**config.mk**
```make
export PLATFORM = sky130hd
export DESIGN_NAME = instr_encoder_loader
export DESIGN_NICKNAME = d
export VERILOG_FILES = /design/src/rtl/rv_isa_pkg.sv /design/src/rtl/sync_fifo.sv /design/src/rtl/instr_encoder_loader.sv
export SDC_FILE = /design/constraint.sdc
export NUM_CORES = 1
export LEC_CHECK = 0
export ABC_CLOCK_PERIOD_IN_PS = 7900
export CAP_MARGIN = 20
export CORE_ASPECT_RATIO = 1.2
export CORE_MARGIN = 2
export CORE_UTILIZATION = 40
export CTS_BUF_LIST = sky130_fd_sc_hd__clkbuf_4 sky130_fd_sc_hd__clkbuf_8
export CTS_CLUSTER_DIAMETER = 150
export DETAILED_ROUTE_END_ITERATION = 8
export PLACE_DENSITY = 0.71
export SYNTH_ARGS = -nofsm -noshare
export SYNTH_HDL_FRONTEND = slang
export SYNTH_SLANG_ARGS = --single-unit
```
**constraint.sdc**
```tcl
create_clock -name clk -period 7.9 [get_ports clk]
set_clock_uncertainty 0.15 [all_clocks]
set_input_delay 0.79 -clock clk [delete_from_list [all_inputs] [get_ports clk]]
set_output_delay 0.79 -clock clk [all_outputs]
set_load 0.02 [all_outputs]
```
**src/rtl/rv_isa_pkg.sv**
```systemverilog
// RV32I format codes, opcodes, loader FSM states and the field-level encoder.
// imm_legal exists only in builds with ENC_IMM_CHECK_EN.
package rv_isa_pkg;

  typedef enum logic [2:0] {
    FMT_R    = 3'b000,
    FMT_I    = 3'b001,
    FMT_LOAD = 3'b010,
    FMT_S    = 3'b011,
    FMT_B    = 3'b100,
    FMT_J    = 3'b101,
    FMT_U    = 3'b110,
    FMT_SYS  = 3'b111
  } fmt_e;

  localparam logic [6:0] OP_R    = 7'b0110011;
  localparam logic [6:0] OP_I    = 7'b0010011;
  localparam logic [6:0] OP_LOAD = 7'b0000011;
  localparam logic [6:0] OP_S    = 7'b0100011;
  localparam logic [6:0] OP_B    = 7'b1100011;
  localparam logic [6:0] OP_J    = 7'b1101111;
  localparam logic [6:0] OP_U    = 7'b0110111;
  localparam logic [6:0] OP_SYS  = 7'b1110011;

  typedef enum logic [1:0] {ST_IDLE, ST_LOAD, ST_DRAIN, ST_DONE} state_e;

  function automatic logic [31:0] encode_instr(
    input fmt_e        fmt,
    input logic [2:0]  f3,
    input logic [6:0]  f7,
    input logic [4:0]  rd,
    input logic [4:0]  rs1,
    input logic [4:0]  rs2,
    input logic [31:0] imm
  );
    logic [31:0] w;
    w = '0;
    case (fmt)
      FMT_R:    w = {f7, rs2, rs1, f3, rd, OP_R};
      FMT_I:    w = {imm[11:0], rs1, f3, rd, OP_I};
      FMT_LOAD: w = {imm[11:0], rs1, f3, rd, OP_LOAD};
      FMT_S:    w = {imm[11:5], rs2, rs1, f3, imm[4:0], OP_S};
      FMT_B:    w = {imm[12], imm[10:5], rs2, rs1, f3, imm[4:1], imm[11], OP_B};
      FMT_J:    w = {imm[20], imm[10:1], imm[11], imm[19:12], rd, OP_J};
      FMT_U:    w = {imm[31:12], rd, OP_U};
      FMT_SYS:  w = {imm[11:0], rs1, f3, rd, OP_SYS};
    endcase
    return w;
  endfunction

`ifdef ENC_IMM_CHECK_EN
  // An immediate is legal when every bit above the field's sign bit is a copy of it.
  function automatic logic imm_legal(input fmt_e fmt, input logic [31:0] imm);
    logic ok;
    ok = 1'b1;
    case (fmt)
      FMT_I, FMT_LOAD, FMT_S, FMT_SYS: ok = (imm[31:11] == {21{imm[11]}});
      FMT_B:   ok = (imm[31:12] == {20{imm[12]}}) && !imm[0];
      FMT_J:   ok = (imm[31:20] == {12{imm[20]}}) && !imm[0];
      FMT_U:   ok = (imm[11:0] == 12'h000);
      default: ok = 1'b1;
    endcase
    return ok;
  endfunction
`endif

endpackage

```
**src/rtl/sync_fifo.sv**
```systemverilog
// DEPTH x W synchronous FIFO with show-ahead read; 1-cycle write-to-read latency.
// No internal backpressure: caller must not push when full or pop when empty.
module sync_fifo #(
  parameter int DEPTH = 4,
  parameter int W     = 32
) (
  input  logic                     clk,
  input  logic                     rst,
  input  logic                     clr,
  input  logic                     push,
  input  logic [W-1:0]             push_dat,
  input  logic                     pop,
  output logic [W-1:0]             pop_dat,
  output logic                     full,
  output logic                     empty,
  output logic [$clog2(DEPTH):0]   level
);
  localparam int AW = $clog2(DEPTH);

  logic [W-1:0] mem [DEPTH];
  logic [AW:0]  wr_ptr, rd_ptr;

  always_ff @(posedge clk or posedge rst) begin
    if (rst) begin
      wr_ptr <= '0;
      rd_ptr <= '0;
    end else if (clr) begin
      wr_ptr <= '0;
      rd_ptr <= '0;
    end else begin
      if (push) wr_ptr <= wr_ptr + (AW+1)'(1);
      if (pop)  rd_ptr <= rd_ptr + (AW+1)'(1);
    end
  end

  always_ff @(posedge clk) begin
    if (push && !clr) mem[wr_ptr[AW-1:0]] <= push_dat;
  end

  assign level   = wr_ptr - rd_ptr;
  assign full    = (level == (AW+1)'(DEPTH));
  assign empty   = (wr_ptr == rd_ptr);
  assign pop_dat = mem[rd_ptr[AW-1:0]];
endmodule

```
**src/rtl/instr_encoder_loader.sv**
```systemverilog
// Encodes field-level requests into RV32I words and streams them into imem; accept-to-write >= 1 cycle.
// Backpressure: req_ready drops when the FIFO is full or the session is draining. Option: ENC_IMM_CHECK_EN.
module instr_encoder_loader
  import rv_isa_pkg::*;
#(
  parameter int                DEPTH     = 4,
  parameter int                ADDR_W    = 10,
  parameter logic [ADDR_W-1:0] BASE_ADDR = '0
) (
  input  logic              clk,
  input  logic              rst,
  input  logic              start,
  input  logic              req_valid,
  output logic              req_ready,
  input  logic [2:0]        req_fmt,
  input  logic [2:0]        req_funct3,
  input  logic [6:0]        req_funct7,
  input  logic [4:0]        req_rd,
  input  logic [4:0]        req_rs1,
  input  logic [4:0]        req_rs2,
  input  logic [31:0]       req_imm,
  input  logic              req_last,
  output logic              imem_we,
  input  logic              imem_ready,
  output logic [ADDR_W-1:0] imem_addr,
  output logic [31:0]       imem_wdata,
  output logic              busy,
  output logic              done,
  output logic              err,
  output logic [ADDR_W-2:0] count
);
  localparam int LW = $clog2(DEPTH) + 1;

  state_e            state;
  logic [ADDR_W-1:0] addr;
  logic [ADDR_W-2:0] cnt;
  logic              err_q;
  logic              full, empty;
  logic [LW-1:0]     level;
  logic [31:0]       enc_word, head;
  logic              accept, push, pop, clr, imm_bad, drain_done;

  assign enc_word = encode_instr(fmt_e'(req_fmt), req_funct3, req_funct7,
                                 req_rd, req_rs1, req_rs2, req_imm);

`ifdef ENC_IMM_CHECK_EN
  assign imm_bad = !imm_legal(fmt_e'(req_fmt), req_imm);
`else
  assign imm_bad = 1'b0;
`endif

  assign req_ready = (state == ST_LOAD) && !full;
  assign accept    = req_valid && req_ready;
  assign push      = accept && !imm_bad;
  assign imem_we   = ((state == ST_LOAD) || (state == ST_DRAIN)) && !empty;
  assign pop       = imem_we && imem_ready;
  assign clr       = (state == ST_IDLE) && start;
  // Leave DRAIN on the edge that retires the final word so done follows it by one cycle.
  assign drain_done = empty || (pop && (level == LW'(1)));

  sync_fifo #(.DEPTH(DEPTH), .W(32)) u_fifo (
    .clk      (clk),
    .rst      (rst),
    .clr      (clr),
    .push     (push),
    .push_dat (enc_word),
    .pop      (pop),
    .pop_dat  (head),
    .full     (full),
    .empty    (empty),
    .level    (level)
  );

  always_ff @(posedge clk or posedge rst) begin
    if (rst) begin
      state <= ST_IDLE;
      addr  <= BASE_ADDR;
      cnt   <= '0;
      err_q <= 1'b0;
    end else begin
      if (pop) begin
        addr <= addr + ADDR_W'(4);
        cnt  <= cnt + (ADDR_W-1)'(1);
      end
      case (state)
        ST_IDLE: if (start) begin
          state <= ST_LOAD;
          addr  <= BASE_ADDR;
          cnt   <= '0;
          err_q <= 1'b0;
        end
        ST_LOAD: begin
          if (accept && imm_bad)  err_q <= 1'b1;
          if (accept && req_last) state <= ST_DRAIN;
        end
        ST_DRAIN: if (drain_done) state <= ST_DONE;
        ST_DONE:  state <= ST_IDLE;
        default:  state <= ST_IDLE;
      endcase
    end
  end

  assign imem_addr  = addr;
  assign imem_wdata = imem_we ? head : 32'h0;
  assign busy       = (state != ST_IDLE);
  assign done       = (state == ST_DONE);
  assign err        = err_q;
  assign count      = cnt;
endmodule

```
Word level (Yosys, flattened, before mapping)
Memories as Yosys holds them, arrays and structs flattened.
Index checks and enable logic that the tools add are counted.
{ "word_totals": {"n_memories": 1, "wordCells": 64, "register_bits": 27, "out_inout_bits": 56, "ramBits": 128, "inputBits": 66} }
{ "classes": {"mux": 18, "n_eq_ne": 16, "addsub": 5, "n_reduce_logical": 19} }
{ "mem_list": {"columns": ["memory", "words", "width", "read_ports", "rd_clocked_by_memory_dff", "wr", "line", "text"], "rows": [
  ["u_fifo.mem", 4, 32, 1, 0, 1, "sync_fifo.sv:20", "logic [W-1:0] mem [DEPTH];"]
]} }
{ "op_table": {"columns": ["cell", "count"], "rows": [
  ["32-bit one-hot mux with 8 select lines", 1],
  ["32-bit 2-to-1 mux", 1],
  ["10-bit 2-to-1 mux", 3],
  ["9-bit 2-to-1 mux", 3],
  ["3-bit == test, second input constant", 5],
  ["3-bit 2-to-1 mux", 4],
  ["10-bit by 3-bit adder with 10-bit output, second input constant", 1],
  ["9-bit by 1-bit adder with 9-bit output, second input constant", 1],
  ["1-bit logical AND", 8],
  ["2-bit one-hot mux with 4 select lines", 1],
  ["3-bit by 1-bit adder with 3-bit output, second input constant", 2],
  ["3-bit by 1-bit == test with 1-bit output, second input constant", 2],
  ["3-bit by 2-bit == test with 1-bit output, second input constant", 2],
  ["2-bit 2-to-1 mux", 3],
  ["2-bit nonzero test", 3],
  ["2-bit == test, second input constant", 2],
  ["2-bit != test, second input constant", 2],
  ["3-bit == test", 1],
  ["1-bit logical NOT", 3],
  ["3-bit logical NOT", 1],
  ["3-bit AND reduction", 1],
  ["3-bit subtractor", 1],
  ["2-bit by 1-bit == test with 1-bit output, second input constant", 1],
  ["2-bit logical NOT", 1],
  ["other kinds (3)", 5]
]} }

Depth between registers and ports, before layout
Gate-level depths: netlist (run 1).
{ "logic_depth": {"word_depth": 8, "ltp_mapped": 8, "ltp_nobuf": 7} }

Hierarchy
A second synthesis (run 1) with hierarchy kept.
{ "hier_totals": {"hier_cells": 492, "area_unflattened_um2": 7349.5} }
{ "by_module_without_submodules": {"columns": ["mod", "n_inst", "area_each_um2", "seq_area_each_um2", "cells_per_inst"], "rows": [
  ["sync_fifo", 1, 5126.2, 3993.8, 213],
  ["instr_encoder_loader", 1, 2223.4, 475.5, 279]
]} }

Worst setup path after synthesis (run 1)
Ideal clock, no wire load.
{ "synth_timing": {"path_type": "register to register", "start": "register u_fifo.wr_ptr[0]", "end": "memory u_fifo.mem[0][10], enable pin", "arrival_time_ns": 3.318, "path_stages_with_launch": 8, "n_path_buf": 0, "period_less_slack_ns": 3.885, "required_time_ns": 7.333, "setup_time_ns": 0.417, "path_slack_ns": 4.015, "path_cell_list": "dfrtp_1 inv_1 ha_1 fa_1 xor3_1 a31oi_1 nand3_1 nor2_1"} }
{ "synth_via": {"elab_chain_len": 8} }
{ "synth_rtl": {"columns": ["element", "line", "text"], "rows": [
  ["from (decl)", "sync_fifo.sv:21", "logic [AW:0] wr_ptr, rd_ptr;"],
  ["from (signal assigned)", "sync_fifo.sv:31", "if (push) wr_ptr <= wr_ptr + (AW+1)'(1);"],
  ["3-bit subtractor", "sync_fifo.sv:40", "assign level = wr_ptr - rd_ptr;"],
  ["3-bit == test", "sync_fifo.sv:41", "assign full = (level == (AW+1)'(DEPTH));"],
  ["1-bit logical NOT", "instr_encoder_loader.sv:52", "assign req_ready = (state == ST_LOAD) && !full;"],
  ["1-bit logical AND", "instr_encoder_loader.sv:52", null],
  ["via req_ready", "instr_encoder_loader.sv:14", "output logic req_ready,"],
  ["1-bit logical AND", "instr_encoder_loader.sv:53", "assign accept = req_valid && req_ready;"],
  ["1-bit logical AND", "sync_fifo.sv:37", "if (push && !clr) mem[wr_ptr[AW-1:0]] <= push_dat;"],
  ["1-bit 2-to-1 mux", "sync_fifo.sv:37", null],
  ["1-bit 2-to-1 mux (implied by the code)", "sync_fifo.sv:37", null],
  ["to (decl)", "sync_fifo.sv:20", null]
]} }
The timed path passes the listed nets, and every way through them passes these cells.

Final worst setup path (run 1)
{ "layout_timing": {"start": "register u_fifo.rd_ptr[1]", "end": "output imem_wdata[0]"} }
{ "layout_via": {"elab_chain_len": 4, "word_cells_on_any_way": 5, "classes_between": "eq/ne (1); mux (1); reduce/logical (2); memory (1)"} }
{ "layout_rtl": {"columns": ["element", "line", "text"], "rows": [
  ["from (decl)", "sync_fifo.sv:21", null],
  ["from (signal assigned)", "sync_fifo.sv:32", "if (pop) rd_ptr <= rd_ptr + (AW+1)'(1);"],
  ["3-bit == test", "sync_fifo.sv:42", "assign empty = (wr_ptr == rd_ptr);"],
  ["1-bit logical NOT", "instr_encoder_loader.sv:55", "assign imem_we = ((state == ST_LOAD) || (state == ST_DRAIN)) && !empty;"],
  ["1-bit logical AND", "instr_encoder_loader.sv:55", null],
  ["32-bit 2-to-1 mux *", "instr_encoder_loader.sv:104", "assign imem_wdata = imem_we ? head : 32'h0;"],
  ["to (decl)", "instr_encoder_loader.sv:26", "output logic [31:0] imem_wdata,"]
]} }
Mark *: on every way between the ends. The rest lies on a longest branch, timed or not.

==> impl_metrics.yaml, run 1 <==
setup_path:
  cp_num_buf_inv: 3
  r2r_start: "u_fifo.rd_ptr[1]$_DFFE_PP0P_"
  r2r_slack_ns: 4.26
  crit_start: "u_fifo.rd_ptr[1]$_DFFE_PP0P_"
  critPathKind: "reg -> out"
  arrival_ns: 3.58
  worstReg2RegEnd: "u_fifo.mem[1][25]$_DFFE_PP_"
  cp_slowest_stage_delay_ns: 0.94
  setup.worst_path.end_class: "output port"
  slowest_stage: "dfrtp_2"
  r2r_cells: 5
  critPathRequiredTime_ns: 6.96
  critPathTopFamily: "flip-flops"
  setup.worst_path.start_class: "flip-flop"
  cp_max_fo: 34
  crit_path_cell_trace: "inv_1 > ha_1 > nand2_1 > o21ai_4 > inv_1 > clkdlybuf4s50_1"
  crit_top_cell: "inv_1"
yosys:
  synth_cell_types: 50
  synth.avg_cell_area_um2: 14.6
  ys_ff_latch: 145
  ys.warnings.count: 0
  yosysSeqAreaShare: 0.624
  ys.flop_type: "edfxtp_1"
  netlist_area_um2: 6780
  async_flop_share: 0.172
  synth-edff-count: 120
  synthesis.instances: 463
sta:
  tightestPinTransition_ns: 0.995
  max_clock_freq_ghz: 0.221
  final-setup-viol-count: 0
  setup_tns_ns: 0
  timing.final.hold_violations: 0
  grt_setup_unrepaired: "false"
  fin_crit_sh: 0.572
  relSlewSlack: 0.335
  maxSlewViolCount: 0
  period_needed_ns: 4.52
pwr:
  p_total_mw: 2.89
  power.density_nw_per_um2: 336
  ir_drop_mv: 0.177
  leakagePower_nw: 3.01
worst_hold_path:
  hold_path.class: "in -> async"
clocking:
  root_buffer: "clkbuf_8"
  worstSkewPairLatency_ns: 0.45
  cts.repair.resized: 0
  clkTransAtPathRegs_ns: 0.09
  clockBufferDepth: 2
  postCtsSetupBuffers: 0
  tritoncts: "built"
  cts.sinks: 145
  htreeDepth: 4
  cts_hold_buf: 0
  numCtsBuffers: 17
floorplan:
  core-area_um2: 16700
  ios: 122
  dieArea_um2: 18000
  num_rows: 52
  initial_core_util: 0.405
  die_y_um: 147
  dieWidth_um: 123
final_layout:
  area_growth_pct: 27.1
  nets: 659
  antenna_cells: 0
  fin_util: 0.515
  layout_common_cells: "edfxtp_1, clkdlybuf4s50_1, nand2_1"
  stdcell_area_um2: 8610
  drive_above_1_share: 0.147
  final_common_cell: "edfxtp_1"
place:
  gp_congestion: 0.762
  hpwl_mm: 9.60
  port_buffers: 118
  place_area_um2: 8170
routing:
  ant_nets: 0
  route.detailed.wl_per_inst_um: 17.9
  routed_wl_mm: 14.5
  drt_iter0_drc: 226
  drc_errors: 0
  dr.pass1.iters: 4
  vias_per_cell: 5.34
  vias: 4311
global_routing:
  grt_pass1_vias: 4404
  antenna_found_initial: 0
  track_usage: 0.168
  grt_pass1_wl_mm: 22.8
  overflow: 0
  grt_max_degree: 36
job:
  cap_violations: 0
outcome:
  run_status: "finished, final reports clean"
## synth_stat cells (2+ instances only)
cell type | instances | area share
edfxtp_1 | 120 | 0.53
nand2_1 | 33 | 0.018
nor2b_1 | 31 | 0.029
mux4_2 | 30 | 0.10
nor2_1 | 26 | 0.014
dfrtp_1 | 25 | 0.092
o21ai_0 | 17 | 0.013
inv_1 | 15 | 0.0083
mux2i_1 | 15 | 0.022
clkbuf_1 | 14 | 0.0078
ha_1 | 14 | 0.026
a21oi_1 | 12 | 0.0089
mux2_2 | 10 | 0.017
xor2_1 | 8 | 0.010
a22oi_1 | 7 | 0.0078
o211ai_1 | 6 | 0.0066
or4_1 | 6 | 0.0066
buf_1 | 5 | 0.0028
buf_4 | 5 | 0.0055
nand3_1 | 5 | 0.0037
o221ai_1 | 5 | 0.0065
a22o_1 | 4 | 0.0052
buf_2 | 4 | 0.0030
o22ai_1 | 4 | 0.0037
o31ai_1 | 4 | 0.0044
a31oi_1 | 3 | 0.0028
nand2b_1 | 3 | 0.0028
nand4_1 | 3 | 0.0028
or3_1 | 3 | 0.0028
and2_0 | 2 | 0.0018
and2_1 | 2 | 0.0018
and4_1 | 2 | 0.0026
o2111ai_1 | 2 | 0.0026
xnor2_1 | 2 | 0.0026
## per-layer routing
metal	part of all wire	global-route usage	vias to the layer above	routed length, um
li1	-	-	2002	-
met1	0.41	0.205	2172	5870
met2	0.53	0.289	118	7690
met3	0.044	0.0352	19	641
met4	0.018	0.0621	0	261
met5	0	0	-	0
## worst max-delay path by stage
stage                                             end  slack [ns]  depth (start not counted)
final                                   imem_wdata[0]        3.38                          6
after global routing                    imem_wdata[0]        3.13                          6
after CTS                               imem_wdata[0]        3.23                          6
after detailed placement                imem_wdata[0]        3.74                          6
after global placement                 imem_wdata[24]        3.88                          6
after floorplan           u_fifo.mem[0][10]$_DFFE_PP_        4.01                          7
## metrics by stage
stage          cells  hold slack, ns  setup WS (ns)
2_1_floorplan    465           0.383           4.01
3_3_place_gp     774           0.385           3.88
3_5_place_dp     774           0.404           3.74
4_1_cts          806           0.416           3.23
5_1_grt          807           0.396           3.13
6_report         807           0.378           3.38
## flip-flops by register name, summed over array words and instances, names as in the netlist
signal,flops
state,2
u_fifo.wr_ptr,3
u_fifo.rd_ptr,3
imem_addr,8
count,9
u_fifo.mem,120
## where the power goes
part | leakage [nW] | internal (mW) | switching, mW
clock network | 0.215 | 0.296 | 0.312
registers | 1.42 | 0.925 | 0.0721
logic | 1.38 | 0.590 | 0.698
## area by class of cell
type | count | area, um^2
Fill cell | 1374 | 8110
Sequential cell | 145 | 4230
Multi-Input combinational cell | 277 | 2410
Timing Repair Buffer | 122 | 1230
Tap cell | 216 | 270
Clock buffer | 17 | 234
Clock inverter | 15 | 185
Inverter | 15 | 56.3
## cells by family after synthesis
kind of cell             after synthesis  synth area share
AO/OA/AOI/OAI                         70            0.0692
XOR/XNOR                              12            0.0188
AND/OR/NAND/NOR                      122            0.0929
flip-flops                           145             0.624
other                                  1          0.000553
multiplexers                          55             0.138
buffers and inverters                 43            0.0273
adder cells (fa/ha/maj)               15            0.0288
Note: power is estimated with default switching activity, not from simulation.
==> run 2: changes to the inputs <==
ABC_CLOCK_PERIOD_IN_PS = 3900   (was 7900)
PLACE_DENSITY = 0.73   (was 0.71)
clock period = 3.9 ns   (was 7.9 ns; I/O delays follow)
==> impl_metrics.yaml, run 2 (synthesized netlist as in run 1, its figures left out) <==
floorplan:
  ios: 122
  core-area_um2: 16700
  dieArea_um2: 18000
  initial_core_util: 0.405
  num_rows: 52
  die_y_um: 147
  dieWidth_um: 123
sta:
  fin_crit_sh: 0.864
  relSlewSlack: 0.372
  timing.final.hold_violations: 0
  grt_setup_unrepaired: "false"
  maxSlewViolCount: 0
  setup_tns_ns: 0
  period_needed_ns: 3.37
  tightestPinTransition_ns: 0.941
  max_clock_freq_ghz: 0.297
  final-setup-viol-count: 0
clocking:
  cts.repair.resized: 0
  cts.sinks: 145
  numCtsBuffers: 17
  postCtsSetupBuffers: 0
  clockBufferDepth: 2
  cts_hold_buf: 0
  root_buffer: "clkbuf_8"
  clkTransAtPathRegs_ns: 0.08
  htreeDepth: 4
  worstSkewPairLatency_ns: 0.43
  tritoncts: "built"
setup_path:
  r2r_cells: 8
  critPathRequiredTime_ns: 3.36
  r2r_start: "u_fifo.wr_ptr[0]$_DFFE_PP0P_"
  crit_path_cell_trace: "inv_1 > ha_1 > fa_1 > xor3_1 > a31oi_1 > clkdlybuf4s50_1"
  cp_slowest_stage_delay_ns: 0.71
  cp_num_buf_inv: 2
  cp_max_fo: 5
  arrival_ns: 2.83
  worstReg2RegEnd: "u_fifo.mem[1][23]$_DFFE_PP_"
  critPathTopFamily: "buffers and inverters"
  critPathKind: "reg -> out"
  slowest_stage: "clkdlybuf4s50_1"
  setup.worst_path.end_class: "output port"
  worst-path-stages: 6
  r2r_slack_ns: 0.82
  setup.worst_path.start_class: "flip-flop"
global_routing:
  track_usage: 0.160
  grt_pass1_vias: 4429
  grtUsageMet2: 0.276
  grt_pass1_wl_mm: 21.9
  top_usage_layer: "met2"
  grt_util_met3: 0.0348
  antenna_found_initial: 0
  grt_max_degree: 33
  overflow: 0
  use_met1: 0.196
final_layout:
  layout_common_cells: "edfxtp_1, clkdlybuf4s50_1, nand2_1"
  final_common_cell: "edfxtp_1"
  area_growth_pct: 26.5
  final_cells: 812
  largest_register_ffs: 120
  drive_above_1_share: 0.151
  nets: 665
  antenna_cells: 0
job:
  cap_violations: 0
pwr:
  power.density_nw_per_um2: 665
  clkPwrFrac: 0.189
  switchingPower_mw: 2.11
  ir_drop_mv: 0.290
  pwr-share-seq: 0.346
  p_int_mw: 3.59
  power_frac_comb: 0.466
  p_sw_frac: 0.370
  leakagePower_nw: 3.00
worst_hold_path:
  hold_path.class: "in -> async"
place:
  port_buffers: 118
  gp_congestion: 0.754
  hpwl_mm: 9.59
  placed_cells: 781
routing:
  drc_errors: 0
  ant_nets: 0
  vias: 4279
  drt_iter0_drc: 279
  routed_wl_mm: 14.0
  dr.pass1.iters: 4
  route.detailed.wl_per_inst_um: 17.3
  vias_per_cell: 5.27
outcome:
  run_status: "finished, final reports clean"
run 2: worst reg2reg max path, stage by stage, from the launching register on:
cell and delay [ns]:
dfrtp_1 0.41, inv_1 0.10, ha_1 0.20, fa_1 0.38, xor3_1 0.25, a31oi_1 0.37, nand3_1 0.32, nor2_4 0.15
buf_4 0.42
run 2: worst max-delay path by stage:
stage / start / end
2_1_floorplan: u_fifo.wr_ptr[0]$_DFFE_PP0P_ / u_fifo.mem[0][10]$_DFFE_PP_
3_3_place_gp: u_fifo.wr_ptr[0]$_DFFE_PP0P_ / u_fifo.mem[1][9]$_DFFE_PP_
3_5_place_dp: u_fifo.wr_ptr[0]$_DFFE_PP0P_ / u_fifo.mem[1][9]$_DFFE_PP_
4_1_cts: u_fifo.wr_ptr[0]$_DFFE_PP0P_ / req_ready
5_1_grt: u_fifo.wr_ptr[0]$_DFFE_PP0P_ / req_ready
6_report: u_fifo.wr_ptr[0]$_DFFE_PP0P_ / req_ready
run 2: metrics by stage:
stage / power [mW] / hold WS [ns] / setup WS, ns / cell area, um^2 / util
floorplan: 3.64 / 0.267 / 0.0148 / 6790 / -
global placement: 4.64 / 0.382 / 0.890 / 8210 / 0.491
detailed placement: 4.70 / 0.402 / 0.805 / 8210 / 0.491
CTS: 5.78 / 0.327 / 0.502 / 8580 / 0.513
global route: 6.03 / 0.377 / 0.343 / 8580 / 0.513
finish: 5.70 / 0.311 / 0.532 / 8580 / 0.513
run 2: cell type report:
cell class	instances	area, um^2
repair buffers	128	1260
inverters	15	56.3
multi-input cells	277	2400
clock inverters	14	129
flip-flops and latches	145	4230
well taps	216	270
fillers	1387	8150
clock buffers	17	234
run 2: power by group through the flow:
stage | combinational [mW] | sequential [mW] | clock, mW
after global routing | 2.86 | 1.99 | 1.18
after global placement | 2.64 | 1.99 | 0
after detailed placement | 2.69 | 2.01 | 0
final | 2.65 | 1.97 | 1.07
after floorplan | 1.61 | 2.02 | 0
after CTS | 2.70 | 1.97 | 1.10
run 2: per-layer routing:
metal | wire length, um | vias up
li1 | - | 2005
met1 | 5780 | 2135
met2 | 7310 | 123
met3 | 715 | 16
met4 | 223 | 0
met5 | 0 | -
==> edit, RTL diff (config.mk and constraints of run 2) <==
The 4 states of `state_e` get a one-hot encoding in 4 bits.
--- a/src/rtl/rv_isa_pkg.sv
+++ b/src/rtl/rv_isa_pkg.sv
@@ -22,7 +22,7 @@
   localparam logic [6:0] OP_U    = 7'b0110111;
   localparam logic [6:0] OP_SYS  = 7'b1110011;
 
-  typedef enum logic [1:0] {ST_IDLE, ST_LOAD, ST_DRAIN, ST_DONE} state_e;
+  typedef enum logic [3:0] {ST_IDLE = 4'b0001, ST_LOAD = 4'b0010, ST_DRAIN = 4'b0100, ST_DONE = 4'b1000} state_e;
 
   function automatic logic [31:0] encode_instr(
     input fmt_e        fmt,
Check against the original RTL: same outputs for any inputs over 4 cycles, from zero or initial values and one cycle with rst high; so few cycles prove little.
==> edit against run 2 <==
Synthesized area up 3.0%. Worst setup slack got worse by 0.17 ns. Routed wire length grew 11%. Global-route usage is 0.94 points higher. Sequential cell count rose by 2. Synthesized cell count up 5.2%. Critical path type unchanged. Design area is 2.2% higher.
Power is not compared: it rests on default switching activity, and its combinational part moved more than twofold at a synthesized area within 25%.
==> edit: results (changes against run 2) <==
| Metric | Value |
|---|---|
| Post-synth ARST share | `18.4% (+1.1 points)` |
| Area contributors post-synth | `edfxtp_1 (52%), mux4_2 (9.7%), dfrtp_1 (9.3%)` |
| Post-route insts no fill | `832 (+2.5%)` |
| Drt total wl | `15,600 µm (+11%)` |
| Post-synth EDFFs | `120 (unchanged)` |
| NumNets Final | `680 (+2.3%)` |
| Largest net degree at the start of global routing | `33 (unchanged)` |
| Crit path largest cell delay | `0.62 ns (-0.09 ns)` |
| Initial DRC Count | `423 (+52%)` |
| Critical Path AT | `3.00 ns (+0.17 ns)` |
| Post-place setup slack | `0.647 ns (-0.158 ns)` |
| Dpl cells | `800 (+2.4%)` |
| VDD IR-drop max | `0.236 mV` |
| Register area share after synthesis | `61.3% (-1.1 points)` |
| Vias in the first global route | `4,589 (+3.6%)` |
| Crit-path max FO | `23 (+18)` |
| DR pass1 iterations | `5 (+1)` |
| Placed instance area | `0.00838 mm² (+2.0%)` |
| Initial antenna violation count | `0 (unchanged)` |
| Worst setup path start | `u_fifo.wr_ptr[0]` |
| Clk_lat worst skew | `0.43 ns (about the same)` |
| Hpwl dp | `10,800 µm (+13%)` |
| Total GRT Usage | `16.9% (+0.94 points)` |
| Netlist cell types | `59 (+18%)` |
| Vias | `4,590 (+7.3%)` |
| Max_slew headroom | `45.3% (+8.1 points)` |
| Gate Count Post-Synth | `487 (+5.2%)` |
| N_diodes | `0 (unchanged)` |
| Status | `completed` |
| First-pass GRT wire length | `24,100 µm (+10%)` |
| Commonest cells post-synth | `edfxtp_1 (120), nor2b_1 (34), mux4_2 (30), nand2_1 (30), dfrtp_1 (26)` |
| Gpl congestion | `0.871 (+15%)` |
| Layout cell share with drive strength beyond 1 | `15.4% (+0.32 points)` |
edit: path summary, 6_finish.rpt:
path | to | slack (ns) | depth (start not counted)
setup / recovery | imem_wdata[9] | 0.36 | 8
hold / removal | state[1] | 0.08 | 2
setup reg to reg | u_fifo.mem[1][18] | 0.72 | 6
hold reg to reg | count[5] | 0.36 | 1
max in group asynchronous | u_fifo.rd_ptr[1] | 3.08 | 3
min in group clk | count[5] | 0.36 | 1
edit: what timing repair did:
action                                 in CTS  in global routing
endpoints found under the hold margin       0                  0
setup endpoints to repair                   0                 12
setup buffers                               0                  0
gates resized for setup                     0                  1
edit: logic make-up (layout without fill, tap and decap cells):
| kind of cell | after synthesis | in the layout | synth area share (%) |
|---|---|---|---|
| and+or+nand+nor | 120 | 120 | 9.66 |
| other | 1 | 3 | 0.0537 |
| DFF | 147 | 147 | 61.3 |
| buffers and inverters | 52 | 179 | 3.15 |
| adders and majority gates | 10 | 10 | 1.90 |
| AOI/OAI and AO/OA | 100 | 100 | 10.0 |
| muxes | 49 | 49 | 12.6 |
| xor gates and xnor gates | 8 | 8 | 1.33 |
edit: cell type report:
class,count,area [µm²]
timing repair buffer,127,1280
clock inverter,14,130
sequential,147,4280
fill,1407,8210
tap,216,270
multi-input combinational,290,2490
clock buffer,17,234
inverter,21,78.8
edit: per-layer routing:
layer	vias up	track usage [%]	wire length (µm)
met5	-	0	0
met4	0	5.90	287
met3	25	3.56	928
met2	193	28.8	7810
met1	2261	21.7	6570
li1	2111	-	-
edit: critical path, delay by kind of cell, from the launching register on:
kind	cells	cell delay, ns
DFF	1	0.40
and+or+nand+nor	4	0.77
buffers and inverters	3	1.03
adders and majority gates	1	0.36
edit: power by group:
group	total, µW	internal, µW	switching (µW)
Sequential	1840	1790	49.6
Combinational	822	392	430
Clock	1080	506	578
